<file path="config.mk">
export PLATFORM = sky130hd
export DESIGN_NAME = cb_config_shadow
export DESIGN_NICKNAME = d
export VERILOG_FILES = /design/src/rtl/cb_config_shadow.sv
export SDC_FILE = /design/constraint.sdc
export NUM_CORES = 1
export LEC_CHECK = 0
export CAP_MARGIN = 0
export CORE_MARGIN = 4
export CORE_UTILIZATION = 58
export DETAILED_ROUTE_END_ITERATION = 8
export PLACE_DENSITY = 0.84
export SLEW_MARGIN = 20
export SYNTH_ARGS = -nofsm -noshare
export SYNTH_HDL_FRONTEND = slang
export SYNTH_SLANG_ARGS = --single-unit
</file>
<file path="constraint.sdc">
create_clock -name clk -period 3 [get_ports clk]
set_clock_uncertainty 0.05 [all_clocks]
set_input_delay 0.6 -clock clk [delete_from_list [all_inputs] [get_ports clk]]
set_output_delay 0.6 -clock clk [all_outputs]
set_load 0.005 [all_outputs]
</file>
<file path="src/rtl/cb_config_shadow.sv">
// cb_config_shadow: shift-chain staging register with atomic commit to a registered config bus.
// Optional macro CB_CONF_READBACK_EN lets capture_in reload staging from conf_out for readback.
module cb_config_shadow #(
  parameter int CONF_WIDTH = 320,
  parameter int LANES = 1
) (
  input  logic                  clk,
  input  logic                  rst,
  input  logic                  cen,
  input  logic [LANES-1:0]      shift_in,
  output logic [LANES-1:0]      shift_out,
  input  logic                  set_in,
  input  logic                  capture_in,
  output logic [CONF_WIDTH-1:0] conf_out,
  output logic                  loaded,
  output logic                  commit_ack,
  output logic                  err
);
  localparam int CHUNKS = (CONF_WIDTH + LANES - 1) / LANES;
  localparam int SW = CHUNKS * LANES;
  localparam int CW = $clog2(CHUNKS + 1);
  typedef enum logic [1:0] {EMPTY, FILLING, FULL} state_t;
  state_t r_state, w_state_n;
  logic [CW-1:0] r_count, w_count_n;
  logic [SW-1:0] r_stage, w_stage_n;
  logic [CONF_WIDTH-1:0] r_conf;
  logic r_ack, r_err;
  logic [SW+LANES-1:0] w_ext;
  logic w_commit, w_bad_set, w_cap, w_bad_cap, w_shift;
  assign w_ext = {shift_in, r_stage};
  assign w_commit = set_in && r_state == FULL;
  assign w_bad_set = set_in && r_state != FULL;
`ifdef CB_CONF_READBACK_EN
  assign w_cap = capture_in && !set_in && r_state != FILLING;
  assign w_bad_cap = capture_in && !set_in && r_state == FILLING;
`else
  assign w_cap = 1'b0 & capture_in;
  assign w_bad_cap = 1'b0;
`endif
  // commit and capture both freeze the shifter for the cycle
  assign w_shift = cen && !w_commit && !w_cap;
  always_comb begin
    w_count_n = w_commit ? '0 : w_cap ? CW'(CHUNKS) :
                (w_shift && r_count != CW'(CHUNKS)) ? r_count + 1'b1 : r_count;
    w_state_n = w_count_n == '0 ? EMPTY : w_count_n == CW'(CHUNKS) ? FULL : FILLING;
    w_stage_n = w_cap ? SW'(r_conf) : w_shift ? w_ext[SW+LANES-1:LANES] : r_stage;
  end
  always_ff @(posedge clk) begin
    if (rst) begin
      r_state <= EMPTY;
      r_count <= '0;
      r_stage <= '0;
      r_conf <= '0;
      r_ack <= 1'b0;
      r_err <= 1'b0;
    end else begin
      r_state <= w_state_n;
      r_count <= w_count_n;
      r_stage <= w_stage_n;
      r_conf <= w_commit ? r_stage[CONF_WIDTH-1:0] : r_conf;
      r_ack <= w_commit;
      r_err <= r_err | w_bad_set | w_bad_cap;
    end
  end
  assign shift_out = r_stage[LANES-1:0];
  assign conf_out = r_conf;
  assign loaded = r_state == FULL;
  assign commit_ack = r_ack;
  assign err = r_err;
endmodule

</file>
== Word level (Yosys, flattened, before mapping) ==
Index checks and enable logic that the tools add are counted.

* Logic and storage cells: 22
* Input port bits: 6
* Flip-flop bits (word level): 653
* Output and inout bits: 324

* Bitwise gates (word level): 1
* Add/subtract/negate cells: 1
* Reduce and logical (&&, ||, !) cells: 7
* Equality and inequality tests: 4
* Multiplexer cells: 3

{| class="wikitable"
|+ Operators by type and width
! cell !! number
|-
| two-way mux 9 bit || 2
|-
| adder 9 x 1 -> 9 bit (second input constant) || 1
|-
| equality test 9 bit (second input constant) || 1
|-
| zero test 9 bit || 1
|-
| inequality test 9 bit (second input constant) || 1
|-
| logical AND 1 bit || 4
|-
| equality test 2 bit (second input constant) || 1
|-
| two-way mux 2 bit || 1
|-
| inequality test 2 bit (second input constant) || 1
|-
| OR reduction 2 bit || 1
|-
| zero test 1 bit || 1
|-
| OR 1 bit || 1
|}

== Logic depth before layout (Yosys ltp) ==
* Depth after elaboration: 9
* Mapped depth: 7
* Depth with buffers taken out: 7

== Least setup slack after synthesis ==
OpenSTA, ideal clock, no wires.

* Path kind: input-to-reg
* Start: in cen
* End: reg r_state[1]
* Setup time: 90 ps
* Setup slack: 1,114 ps
* Path buffers: 1
* Data required time: 2,860 ps
* Stages on the path: 6
* Arrival: 1,746 ps
* Cells stage by stage: buf_2 > nand4_2 > or4_4 > a21oi_2 > and2b_2 > nor4bb_2

* Word-level cells in the longest chain between the ends: 6
* Elaborated cells between the ends (all ways): 8

{| class="wikitable"
|+ Ends and longest elaborated chain
! item !! line !! source
|-
| start: declaration || 9 || <nowiki>input logic cen,</nowiki>
|-
| logical AND 1 bit (*) || 41 || <nowiki>assign w_shift = cen && !w_commit && !w_cap;</nowiki>
|-
| logical AND 1 bit (*) || 44 || <nowiki>(w_shift && r_count != CW'(CHUNKS)) ? r_count + 1'b1 : r_count;</nowiki>
|-
| two-way mux 9 bit (*) || 44 ||
|-
| two-way mux 9 bit (*) || 43 || <nowiki>w_count_n = w_commit ? '0 : w_cap ? CW'(CHUNKS) :</nowiki>
|-
| equality test 9 bit or zero test 9 bit (tied branches) || 45 || <nowiki>w_state_n = w_count_n == '0 ? EMPTY : w_count_n == CW'(CHUNKS) ? FULL : FILLING;</nowiki>
|-
| two-way mux 2 bit or OR reduction 2 bit (tied branches) || - ||
|-
| end signal: assignment || 57 || <nowiki>r_state <= w_state_n;</nowiki>
|-
| end: declaration || 23 || <nowiki>state_t r_state, w_state_n;</nowiki>
|}

Mark *: on every way between the ends. The rest lies on a longest branch, timed or not.
A chain may end at the register's enable or synchronous reset.

== Final worst setup path ==
* Start: reg r_state[1]
* End: out loaded

* Word-level cells in the longest chain between the ends: 1

{| class="wikitable"
|+ Ends and longest elaborated chain
! item !! line !! source
|-
| equality test 2 bit || 67 || <nowiki>assign loaded = r_state == FULL;</nowiki>
|-
| end: declaration || 15 || <nowiki>output logic loaded,</nowiki>
|}

Every way passes these cells.

==> results.md <==
* Worst min-delay path endpoint: r_count[6]
* Synth Register Bits at between 600 and 700
* Post-placement cell count at roughly 3500
* Total wire length after detailed routing at between 50000 and 60000 um
* Multi-input gate area in the final layout at approximately 8500 um^2
* Share of synthesized area spent on multiplexers at 0.000445
* Sequential standard cell area at between 10000 and 15000 um^2
* Final count of pins violating max slew at 0
* Max FO, Critical Path at 3
* Number of cells produced by synthesis at 2865
* Antenna violations before repair at 1
* Number of global-route vias before repair at approximately 19000
* Final sum of negative setup slack at 0 ns
* Post-layout min period at roughly 2.5 ns
* LEAKAGE at between 0.009 and 0.01 uW
* Non-filler instance count after layout at 3640
* Residual overflow from global routing at 0
* Max-Cap Viols at 0
* Post-CTS setup-driven buffer insertion count at 0
* Post-Synthesis Net Count at ~2900
* CTS tree: yes
* CTS H-Tree Depth at 2
* Number of iterations in the first detailed-routing pass at 5
* Share of cells above drive strength 1 at 0.0502
* Number of cell instances on the worst register-to-register path at 6
* Setup-violating endpoint count in the final report at 0
* Number of hold-repair buffers added at the cts stage at 0
* Sink Count at 653
* Worst Hold Launch: rst
* Post-Synth Adder-Cell Area at 0.00111
* Tcrit/Tclk final at 0.818
* Clock insertion delay at the later pin of the skew report at between 0.5 and 0.6 ns
* Die extent in x at ~200 um
* Crit path cell chain: nor2b_1, clkdlybuf4s50_1
* Category of the worst setup path capture point: output pin
* WHS Path Cells at 2
* Maximum clock frequency at 0.407 GHz
* Weighted congestion reported at the end of routability-driven placement at a little over 0.8
* Number of placed I/O pins at 330
* First-pass GRT wire length at approximately 90000 um
* FILL cells at between 2000 and 3000
* Cell area after synthesis at 22500 um^2
* Worst slew margin at 0.561
* Reg-to-Reg End: r_state[1]
* HPWL Detailed at about 35000 um
* Clk root buf: sky130_fd_sc_hd__clkbuf_16
* Data arrival time of the worst path at about 1.8 ns
* Row count at between 70 and 80
* Fraction of the mapped netlist area in compound gates at 0.149
* Count of final hold-check violations at 0
* Final core occ at 0.743
* Pin count of the biggest net entering global routing at 121
* Slowest cell on the critical path: sky130_fd_sc_hd__clkdlybuf4s50_1
* Clock-pin slew on the worst setup and hold paths at 0.06 ns
* Detailed router's first-iteration violation count at approximately 1500
* Worst setup SP type: register
* Initial core utilization at 0.592
* Parity-gate share of the synthesized area counting xor and xnor cells at 0.00195
* Net count reported at finish at 3087
* Outcome: finished clean
* Detail-routed net length per standard cell at 15.2 um
* Crit path required time at 2.35 ns
* PortBufs at about 330
* Die area at 42000 um^2
* Syn. warnings at 0
* Die Ht at just over 200 um
* Critical path class: register to output pin
* Pwr Density at a little under 600 nW/um^2
* Area added between synthesis and finish at 25.5%
* Worst hold-check path type: input pin to register
* Number of library cell types mapped by synthesis at 43
* Vias per cell at ~5.4
* Remaining antenna violation count at 0
* Total number of vias at just under 20000
* Synth Area in Simple Gates at 0.225
* Total global-route track usage at 0.254
* Clock buffers created by TritonCTS at 60
* Worst path max stage delay at between 0.5 and 0.6 ns
* Reg2reg start: r_count[0]
* Slew at the pin closest to its max-slew limit at roughly 0.66 ns
* Number of gates resized after CTS at 0
* Reg-to-reg slack, setup at 0.90 ns
* Main combinational cell family by area after synthesis: simple AND/OR/NAND/NOR gates
* DRC violation count after routing at 0
* Min Hold Slack at between 0.4 and 0.5 ns
* Max Buffers Root-to-Sink at 3
* Unrepaired setup endpoints after global routing: false
* Area of the core region at 37900 um^2
* Part of the Yosys area used for sequential elements at 0.582
* Maximum vdd ir drop at between 0.5 and 0.6 mV
* Synthesized area divided by synthesized cell count at 7.84 um^2
## critical path: cells and delay by family (launching register included)
family / cells / cell delay (ns)
buf+inv: 1 / 0.56
flops: 1 / 0.35
simple gates: 1 / 0.30
## placed cells by master, fill, tap and decap left out, types with 2 or more instances in the layout
| cell | instances |
|---|---|
| sky130_fd_sc_hd__a21oi_1 | 644 |
| sky130_fd_sc_hd__and2_1 | 2 |
| sky130_fd_sc_hd__buf_12 | 24 |
| sky130_fd_sc_hd__buf_4 | 18 |
| sky130_fd_sc_hd__bufinv_16 | 2 |
| sky130_fd_sc_hd__clkbuf_1 | 8 |
| sky130_fd_sc_hd__clkbuf_16 | 61 |
| sky130_fd_sc_hd__clkbuf_8 | 25 |
| sky130_fd_sc_hd__clkdlybuf4s50_1 | 327 |
| sky130_fd_sc_hd__clkinv_2 | 13 |
| sky130_fd_sc_hd__clkinv_4 | 2 |
| sky130_fd_sc_hd__dfxtp_1 | 653 |
| sky130_fd_sc_hd__ha_1 | 2 |
| sky130_fd_sc_hd__inv_1 | 5 |
| sky130_fd_sc_hd__nand2_1 | 1285 |
| sky130_fd_sc_hd__nand3_1 | 2 |
| sky130_fd_sc_hd__nand4_1 | 2 |
| sky130_fd_sc_hd__nor2_1 | 8 |
| sky130_fd_sc_hd__nor2b_1 | 3 |
| sky130_fd_sc_hd__nor3_1 | 2 |
| sky130_fd_sc_hd__o21ai_0 | 4 |
| sky130_fd_sc_hd__o311ai_0 | 2 |
| sky130_fd_sc_hd__or3_1 | 2 |
| sky130_fd_sc_hd__xnor2_1 | 3 |
| sky130_fd_sc_hd__xor2_1 | 2 |
## how the worst max path moves through the flow
stage / start / to / slack [ns]
after CTS: r_state[1] / loaded / 0.50
after global routing: r_state[1] / loaded / 0.47
after global placement: set_in / conf_out[228] / 0.35
after floorplan: cen / r_state[1] / 1.11
final: r_state[1] / loaded / 0.55
after detailed placement: set_in / r_stage[80] / 0.21
## through the flow
| stage | total power, uW | cell area [um^2] | setup slack [ns] |
|---|---|---|---|
| final | 16700 | 28200 | 0.546 |
| after global routing | 17300 | 28200 | 0.469 |
| after CTS | 16800 | 28200 | 0.501 |
| after detailed placement | 9250 | 26100 | 0.210 |
| after global placement | 9240 | 26100 | 0.351 |
| after floorplan | 9140 | 22500 | 1.11 |
## state kept, by name, summed over array words and instances, names as in the netlist
register	flops
r_count	9
conf_out	320
commit_ack	1
err	1
r_stage	320
r_state	2
## cell usage after synthesis
cell type	n	share of area
sky130_fd_sc_hd__nor2b_1	3	0.00084
sky130_fd_sc_hd__mux2i_1	1	0.00045
sky130_fd_sc_hd__o311ai_0	2	0.00078
sky130_fd_sc_hd__nor4_2	1	0.00056
sky130_fd_sc_hd__o211a_1	1	0.00045
sky130_fd_sc_hd__nand4_2	1	0.00056
sky130_fd_sc_hd__a311o_1	1	0.00045
sky130_fd_sc_hd__and3_1	1	0.00028
sky130_fd_sc_hd__a21o_1	1	0.00033
sky130_fd_sc_hd__dfxtp_1	653	0.58
sky130_fd_sc_hd__and4_1	1	0.00039
sky130_fd_sc_hd__o21ai_0	4	0.00089
sky130_fd_sc_hd__or3_2	1	0.00033
sky130_fd_sc_hd__buf_4	2	0.00067
sky130_fd_sc_hd__o32a_1	1	0.00045
sky130_fd_sc_hd__a21oi_1	644	0.14
sky130_fd_sc_hd__nand3_4	1	0.00078
sky130_fd_sc_hd__nor4bb_2	1	0.00072
sky130_fd_sc_hd__buf_2	49	0.011
sky130_fd_sc_hd__o21a_1	1	0.00033
sky130_fd_sc_hd__nand2_1	1286	0.21
sky130_fd_sc_hd__xnor2_1	3	0.0012
sky130_fd_sc_hd__inv_1	5	0.00084
sky130_fd_sc_hd__nor4_1	1	0.00028
sky130_fd_sc_hd__o32ai_1	1	0.00039
sky130_fd_sc_hd__or3_1	2	0.00056
sky130_fd_sc_hd__or4_4	1	0.00050
sky130_fd_sc_hd__nand2b_1	1	0.00028
sky130_fd_sc_hd__nand4_1	2	0.00056
sky130_fd_sc_hd__nor2_1	9	0.0015
sky130_fd_sc_hd__ha_1	2	0.0011
sky130_fd_sc_hd__clkbuf_1	167	0.028
sky130_fd_sc_hd__nand3b_1	1	0.00033
sky130_fd_sc_hd__and2b_2	1	0.00039
sky130_fd_sc_hd__a31oi_1	1	0.00028
sky130_fd_sc_hd__nand3_1	2	0.00045
sky130_fd_sc_hd__a21oi_2	1	0.00039
sky130_fd_sc_hd__o41a_1	1	0.00050
sky130_fd_sc_hd__nor3_1	2	0.00045
sky130_fd_sc_hd__and3b_1	1	0.00039
sky130_fd_sc_hd__and2_1	2	0.00056
sky130_fd_sc_hd__xor2_1	2	0.00078
sky130_fd_sc_hd__o31ai_1	1	0.00033
## per-layer routing
layer  GRT usage  vias up  part of all wire  wire [um]
met5           0        -                 0          0
met4      0.0931        0             0.029       1620
met3      0.0418      102             0.064       3520
met2       0.439      648              0.50      27700
met1       0.322     9317              0.41      22600
li1            -     9639                 -          -
## layout make-up
cell class	instances	share of cell area
flip-flops and latches	653	0.464
multi-input cells	1989	0.302
repair buffers	370	0.138
well taps	511	0.0227
clock buffers	94	0.0674
clock inverters	17	0.00506
inverters	5	0.000666
diodes	1	0.0000888
## cells by family (layout without fill, tap and decap cells)
| logic type | Yosys count | after routing |
|---|---|---|
| muxes | 1 | 1 |
| and+or+nand+nor | 1321 | 1321 |
| buffers and inverters | 223 | 486 |
| adders and majority gates | 2 | 2 |
| DFF | 653 | 653 |
| xor gates and xnor gates | 5 | 5 |
| other | 0 | 1 |
| AOI/OAI and AO/OA | 660 | 660 |
## where the power goes
group / switching, uW / internal [uW] / total [uW]
combinational: 296 / 79.5 / 376
clock: 3170 / 4500 / 7670
sequential: 7.91 / 8680 / 8680
No activity file was read; power rests on OpenSTA's default activity.
